<file path="config.mk">
export PLATFORM = sky130hd
export DESIGN_NAME = alu_arbiter
export DESIGN_NICKNAME = d
export VERILOG_FILES = /design/src/rtl/alu_arbiter.sv
export SDC_FILE = /design/constraint.sdc
export NUM_CORES = 1
export LEC_CHECK = 0
export BUFFER_PORTS_ARGS = -buffer_cell sky130_fd_sc_hd__buf_2
export CAP_MARGIN = 20
export CORE_AREA = 2 2 143 145
export CTS_CLUSTER_SIZE = 24
export DETAILED_ROUTE_END_ITERATION = 12
export DIE_AREA = 0 0 145 147
export HOLD_SLACK_MARGIN = 0.15
export PLACE_DENSITY = 0.58
export SLEW_MARGIN = 20
export SYNTH_ARGS = -nofsm -noshare
export SYNTH_HDL_FRONTEND = slang
export SYNTH_SLANG_ARGS = --single-unit
</file>
<file path="constraint.sdc">
create_clock -name clk -period 3.4 [get_ports clk]
set_input_delay 0.51 -clock clk [delete_from_list [all_inputs] [get_ports clk]]
set_output_delay 0.51 -clock clk [all_outputs]
set_load 0.03 [all_outputs]
</file>
<file path="src/rtl/alu_arbiter.sv">
// alu_arbiter: shares one combinational ALU between two valid/ready requesters.
// Define ALU_ARB_FIXED_PRIO_EN for fixed priority (requester 0 wins ties); default is round-robin.
module alu_arbiter #(
   parameter int unsigned W = 32
) (
   input  logic         clk,
   input  logic         reset,
   input  logic         req0_valid,
   output logic         req0_ready,
   input  logic [1:0]   req0_op,
   input  logic [W-1:0] req0_a,
   input  logic [W-1:0] req0_b,
   input  logic [W-1:0] req0_r,
   input  logic         req0_src,
   input  logic         req1_valid,
   output logic         req1_ready,
   input  logic [1:0]   req1_op,
   input  logic [W-1:0] req1_a,
   input  logic [W-1:0] req1_b,
   input  logic [W-1:0] req1_r,
   input  logic         req1_src,
   output logic         rsp0_valid,
   input  logic         rsp0_ready,
   output logic         rsp1_valid,
   input  logic         rsp1_ready,
   output logic [W-1:0] rsp_result,
   output logic         rsp_zero,
   output logic         rsp_err,
   output logic [W-1:0] alu_a,
   output logic [W-1:0] alu_b,
   output logic [W-1:0] alu_r,
   output logic [1:0]   alu_control,
   output logic         alu_src,
   input  logic [W-1:0] alu_c,
   input  logic         alu_zero
);

   localparam logic [1:0] OP_CMP = 2'b10;
   localparam logic [1:0] OP_ILL = 2'b11;

   typedef enum logic [1:0] {
      S_IDLE = 2'd0,
      S_EXEC = 2'd1,
      S_RESP = 2'd2
   } state_t;

   state_t       r_state;
   logic         r_ptr;
   logic         r_gnt;
   logic [1:0]   r_op;
   logic [W-1:0] r_a;
   logic [W-1:0] r_b;
   logic [W-1:0] r_r;
   logic         r_src;
   logic [W-1:0] r_result;
   logic         r_zero;
   logic         r_err;
   logic         r_rsp0_valid;
   logic         r_rsp1_valid;

   logic         w_any;
   logic         w_win;
   logic [1:0]   w_op;
   logic [W-1:0] w_a;
   logic [W-1:0] w_b;
   logic [W-1:0] w_r;
   logic         w_src;
   logic         w_release;

   // Winner selection: a lone requester always wins; ties go to the one not granted last.
   always_comb begin
      w_any = req0_valid | req1_valid;
      w_win = req1_valid & ~req0_valid;
      if (req0_valid && req1_valid) begin
`ifdef ALU_ARB_FIXED_PRIO_EN
         w_win = 1'b0;
`else
         w_win = ~r_ptr;
`endif
      end
   end

   always_comb begin
      w_op  = w_win ? req1_op  : req0_op;
      w_a   = w_win ? req1_a   : req0_a;
      w_b   = w_win ? req1_b   : req0_b;
      w_r   = w_win ? req1_r   : req0_r;
      w_src = w_win ? req1_src : req0_src;
   end

   assign w_release  = r_gnt ? rsp1_ready : rsp0_ready;
   assign req0_ready = (r_state == S_IDLE) & req0_valid & ~w_win;
   assign req1_ready = (r_state == S_IDLE) & req1_valid &  w_win;

   always_ff @(posedge clk) begin
      if (reset) begin
         r_state      <= S_IDLE;
         r_ptr        <= 1'b1;
         r_gnt        <= 1'b0;
         r_op         <= 2'b00;
         r_a          <= '0;
         r_b          <= '0;
         r_r          <= '0;
         r_src        <= 1'b0;
         r_result     <= '0;
         r_zero       <= 1'b0;
         r_err        <= 1'b0;
         r_rsp0_valid <= 1'b0;
         r_rsp1_valid <= 1'b0;
      end else begin
         case (r_state)
            S_IDLE: begin
               if (w_any) begin
                  r_op  <= w_op;
                  r_a   <= w_a;
                  r_b   <= w_b;
                  r_r   <= w_r;
                  r_src <= w_src;
                  r_gnt <= w_win;
                  r_ptr <= w_win;
                  // Illegal ops never reach the ALU and answer immediately.
                  if (w_op == OP_ILL) begin
                     r_result     <= '0;
                     r_zero       <= 1'b0;
                     r_err        <= 1'b1;
                     r_rsp0_valid <= ~w_win;
                     r_rsp1_valid <= w_win;
                     r_state      <= S_RESP;
                  end else begin
                     r_state <= S_EXEC;
                  end
               end
            end
            S_EXEC: begin
               // The ALU only drives its zero flag for compare; add/sub zero is derived here.
               if (r_op == OP_CMP) begin
                  r_result <= '0;
                  r_zero   <= alu_zero;
               end else begin
                  r_result <= alu_c;
                  r_zero   <= (alu_c == '0);
               end
               r_err        <= 1'b0;
               r_rsp0_valid <= ~r_gnt;
               r_rsp1_valid <= r_gnt;
               r_state      <= S_RESP;
            end
            S_RESP: begin
               if (w_release) begin
                  r_rsp0_valid <= 1'b0;
                  r_rsp1_valid <= 1'b0;
                  r_state      <= S_IDLE;
               end
            end
            default: r_state <= S_IDLE;
         endcase
      end
   end

   assign rsp0_valid  = r_rsp0_valid;
   assign rsp1_valid  = r_rsp1_valid;
   assign rsp_result  = r_result;
   assign rsp_zero    = r_zero;
   assign rsp_err     = r_err;
   assign alu_a       = r_a;
   assign alu_b       = r_b;
   assign alu_r       = r_r;
   assign alu_control = r_op;
   assign alu_src     = r_src;

endmodule

</file>
=== After elaboration in Yosys (flattened, before gate mapping) ===
Index checks and enable logic that the tools add are counted.

* Add/sub/neg operators: 0
* $mul: 0
* Divide/modulo/power cells: 0
* Order comparisons: 0
* Equal/unequal tests: 7
* Shifts and indexed selects: 0
* Mux-type cells: 29
* Bitwise operators: 10
* Reductions and logical operators: 9

{| class="wikitable"
|+ Operators by type and width
! operator !! number
|-
| 32-bit 2-to-1 mux || 6
|-
| 32-bit case mux with 2 select lines || 1
|-
| 32-bit zero test || 1
|-
| 1-bit 2-to-1 mux || 13
|-
| 2-bit 2-to-1 mux || 4
|-
| 2-bit == test (second input constant) || 3
|-
| 1-bit case mux with 3 select lines || 2
|-
| 2-bit case mux with 3 select lines || 1
|-
| 1-bit bitwise AND || 5
|-
| 2-bit inequality test (second input constant) || 2
|-
| 1-bit NOT || 4
|-
| 1-bit case mux with 2 select lines || 2
|-
| 2-bit AND reduction || 2
|-
| 4-bit AND reduction || 1
|-
| 3-bit AND reduction || 1
|-
| 3-bit nonzero test || 1
|-
| 2-bit by 1-bit == test with 1-bit output (second input constant) || 1
|-
| 2-bit zero test || 1
|-
| 2-bit by 1-bit inequality test with 1-bit output (second input constant) || 1
|-
| 2-bit nonzero test || 1
|-
| 1-bit logical AND || 1
|-
| 1-bit bitwise OR || 1
|}

* Register bits after elaboration: 139
* Bits in latches: 0
* RAM bits: 0
* Bits in read-only memories: 0
* Output and inout bits: 137
* Logic and storage cells: 68
* Memories kept: 0

=== Longest topological paths before layout ===
* Depth after elaboration: 8
* Depth in mapped cells: 8

=== Least setup slack after synthesis ===
Ideal clock, no wire load.

* Kind: in2out
* From: input req1_valid
* To: output req0_ready
* Arrival time: 1.542 ns
* Path slack: 1.348 ns
* Stages: 5
* Path through: a21boi_1 buf_2 buf_2 buf_2 nor2_1

* Longest elaborated chain between the ends: 4
* Elaborated cells between the ends (all ways): 5
* Classes of those cells: mux: 1; bitwise: 3; reduce/logical: 1

{| class="wikitable"
|+ RTL lines
! element !! line !! text
|-
| start, declared || 15 || <nowiki>input logic req1_valid,</nowiki>
|-
| 1-bit bitwise AND / 1-bit logical AND (equally long branches) || 73, 74 ||
|-
| 1-bit 2-to-1 mux * || 74 || <nowiki>if (req0_valid && req1_valid) begin</nowiki>
|-
| 1-bit NOT * || 92 || <nowiki>assign req0_ready = (r_state == S_IDLE) & req0_valid & ~w_win;</nowiki>
|-
| 1-bit bitwise AND * || 92 ||
|-
| end, declared || 9 || <nowiki>output logic req0_ready,</nowiki>
|}

Mark *: on every way between the ends. The rest lies on a longest branch, timed or not.

=== Worst setup path after layout ===
* From: register r_state[0]
* To: output req1_ready

* Longest elaborated chain between the ends: 3

{| class="wikitable"
|+ RTL lines
! element !! line !! text
|-
| start, declared || 47 || <nowiki>state_t r_state;</nowiki>
|-
| start signal, assigned || 97 || <nowiki>r_state <= S_IDLE;</nowiki>
|-
| start signal, assigned || 128 || <nowiki>r_state <= S_RESP;</nowiki>
|-
| start signal, assigned || 130 || <nowiki>r_state <= S_EXEC;</nowiki>
|-
| 2-bit zero test || 93 || <nowiki>assign req1_ready = (r_state == S_IDLE) & req1_valid & w_win;</nowiki>
|-
| 1-bit bitwise AND (2 in series) || 93 ||
|-
| end, declared || 16 || <nowiki>output logic req1_ready,</nowiki>
|}

No other way between the ends.

==> qor.txt <==
Layout Nets: 1,173
fin crit period: 2.166 ns
Post-Synthesis Cells: 585
number of global-route vias before repair: 5,385
VDD IR max: 0.0003147 V
FF-to-FF Start: r_state[0]
Power Density: 709.8 mW/mm^2
syn_nets: 826
DRT Pass-1 Iters: 4
element type at the critical path start: register
Iteration-0 DRC Markers: 214
YS warnings: 0
# rows: 52
PortBufs: 373
skew final: 0.01341 ns
Fmax: 0.4618 GHz
setup TNS: 0 ns
total wire length: 17.75 mm
period utilization: 63.69%
Leak: 4.076 nW
CTS tree: yes
H-tree Lvls: 4
Area Overhead vs Synth: 44.99%
hold buffers post-CTS: 0
# IOs: 374
type of the tightest min-delay check: primary input to register
final setup fails: 0
vias per inst: 4.542
Hold EP: rsp_result[14]
Routed Antenna Nets: 0
synth cell count leaders: 139 x dfxtp_1, 111 x nor2_1, 101 x a211oi_1
clk buf depth: 2
largest net degree at the start of global routing: 109
hold path depth: 2
final worst setup slack: 1.234 ns
routed len/inst: 14.61 um
fin cells: 1,215
DP Wirelength: 13.40 mm
placed insts: 1,183
RePlAce Congestion: 0.7804
number of synthesized flops with an enable pin: 0
wire length of the first global-routing pass: 28.43 mm
CTS Sinks: 139
sequential area share after synthesis: 47.83%
Initial Utilization: 29.32%
Synth async-reset ratio: 0%
Syn Area/Cell: 9.945 sq um
share of the synthesized area in the top cell type: 47.83%
ANT cells: 0
clk_lat worst skew: 0.42 ns
R2R depth: 6
Yosys top cell by area: dfxtp_1
hold path start: alu_c[14]
initial antenna violation count: 0
Critical Path AT: 1.66 ns
maximum capacitance violations: 0
Remaining Overflow, GRT: 0
Hold Vio Cnt, Final: 0
CP Capture Type: output port
overall power: 5.988 mW
placed cell areas: 0.007884 sq mm
Core Box Area: 0.01984 sq mm
status: completed
final core utilization: 42.51%
Synth cell types: 31
RSZ-0062 raised after global routing: false
clock-pin slew on the worst setup and hold paths: 0.06 ns
critical path start-end classification: register to output port
post-synthesis register bit count: 139
count leader, synth: dfxtp_1
FF-to-FF setup slack: 1.27 ns
r2r endpoint: alu_a[17]
Slew @ Worst Pin: 0.7292 ns
die area: 0.02132 sq mm
Post-Place Worst Slack: 1.052 ns
Post-route DRC: 0
Clk Tree Root Cell: clkbuf_16
routed vias: 5,518
TritonCTS Buffers: 17
Hold Slack: 0.3226 ns
die height: 147 um
Worst EP required: 2.89 ns
GRT Total Usage: 16.66%
cts repair resizes: 0
final number of max-transition violations: 0
Die X: 145 um
filler instances: 2,016
Max transition margin: 51.38%
final instance area: 0.008436 sq mm
share of cells above drive strength 1: 44.13%
prevailing post-synth register cell: dfxtp_1
Synth area leaders: dfxtp_1 48%, mux2i_1 17%, a211oi_1 13%, nor2_1 7.2%, a22o_1 4.8%
crit-path max FO: 8
Post-CTS Setup Inserts: 0
netlist area before placement: 0.005818 sq mm
==> cell families after synthesis <==
family	Yosys count	synth area share [%]
multiplexers	102	17.66
adder cells (fa/ha/maj)	4	0.8602
AND/OR/NAND/NOR	133	9.333
buffers and inverters	59	4.645
flip-flops	139	47.83
AO/OA/AOI/OAI	148	19.68
==> worst max-delay path: stages (launching register included) <==
cell and delay [ns]:
dfxtp_1 0.33, inv_1 0.10, ha_1 0.37, and2_1 0.23, buf_2 0.22
==> cells in the final DEF, fill, tap and decap left out, types with 2 or more instances in the layout <==
cell,n
clkbuf_16,17
clkbuf_1,2
clkinvlp_4,4
ha_1,4
mux2i_1,100
nor4_1,8
a21oi_1,6
nor3_1,2
buf_2,372
dfxtp_1,139
nand4_1,2
a311oi_1,2
nor2_1,110
inv_1,6
a22o_1,32
a211oi_1,101
clkinv_4,2
buf_4,7
clkinv_2,3
nand2_1,4
inv_6,3
buf_12,2
and2_1,2
==> area by class of cell <==
class                   count  area [sq um]  area share [%]
repair buffers            381          1954           23.17
clock buffers              19         432.9           5.132
inverters                   6         22.52          0.2670
clock inverters            13         118.9           1.409
multi-input cells         387          2786           33.03
well taps                 270         337.8           4.005
flip-flops and latches    139          2783           32.99
==> worst max-delay path by stage <==
stage,startpoint,to,cells after the start
floorplan,req1_valid,req0_ready,5
global placement,req0_valid,rsp_result[27],7
detailed placement,req0_valid,rsp_result[14],7
CTS,r_state[0],req1_ready,4
global route,r_state[0],alu_a[15],6
finish,r_state[0],req1_ready,4
==> where the power goes <==
part / internal (mW) / total [mW] / switching, mW
registers: 1.95 / 2.11 / 0.158
clock network: 1.01 / 1.74 / 0.732
logic: 0.704 / 2.13 / 1.43
==> metal layers <==
metal | GRT usage, % | wire (um)
met5 | 0 | 0
met4 | 3.960 | 174
met3 | 5.683 | 1134
met2 | 28.93 | 8712
met1 | 19.91 | 7730
==> sequential cells by signal (all words and copies together) (netlist names) <==
register / flops
alu_src: 1
rsp_err: 1
r_ptr: 1
r_gnt: 1
rsp1_valid: 1
rsp_result: 32
alu_b: 32
r_state: 2
alu_a: 32
alu_control: 2
alu_r: 32
rsp_zero: 1
rsp0_valid: 1
No activity file was read; power rests on OpenSTA's default activity.
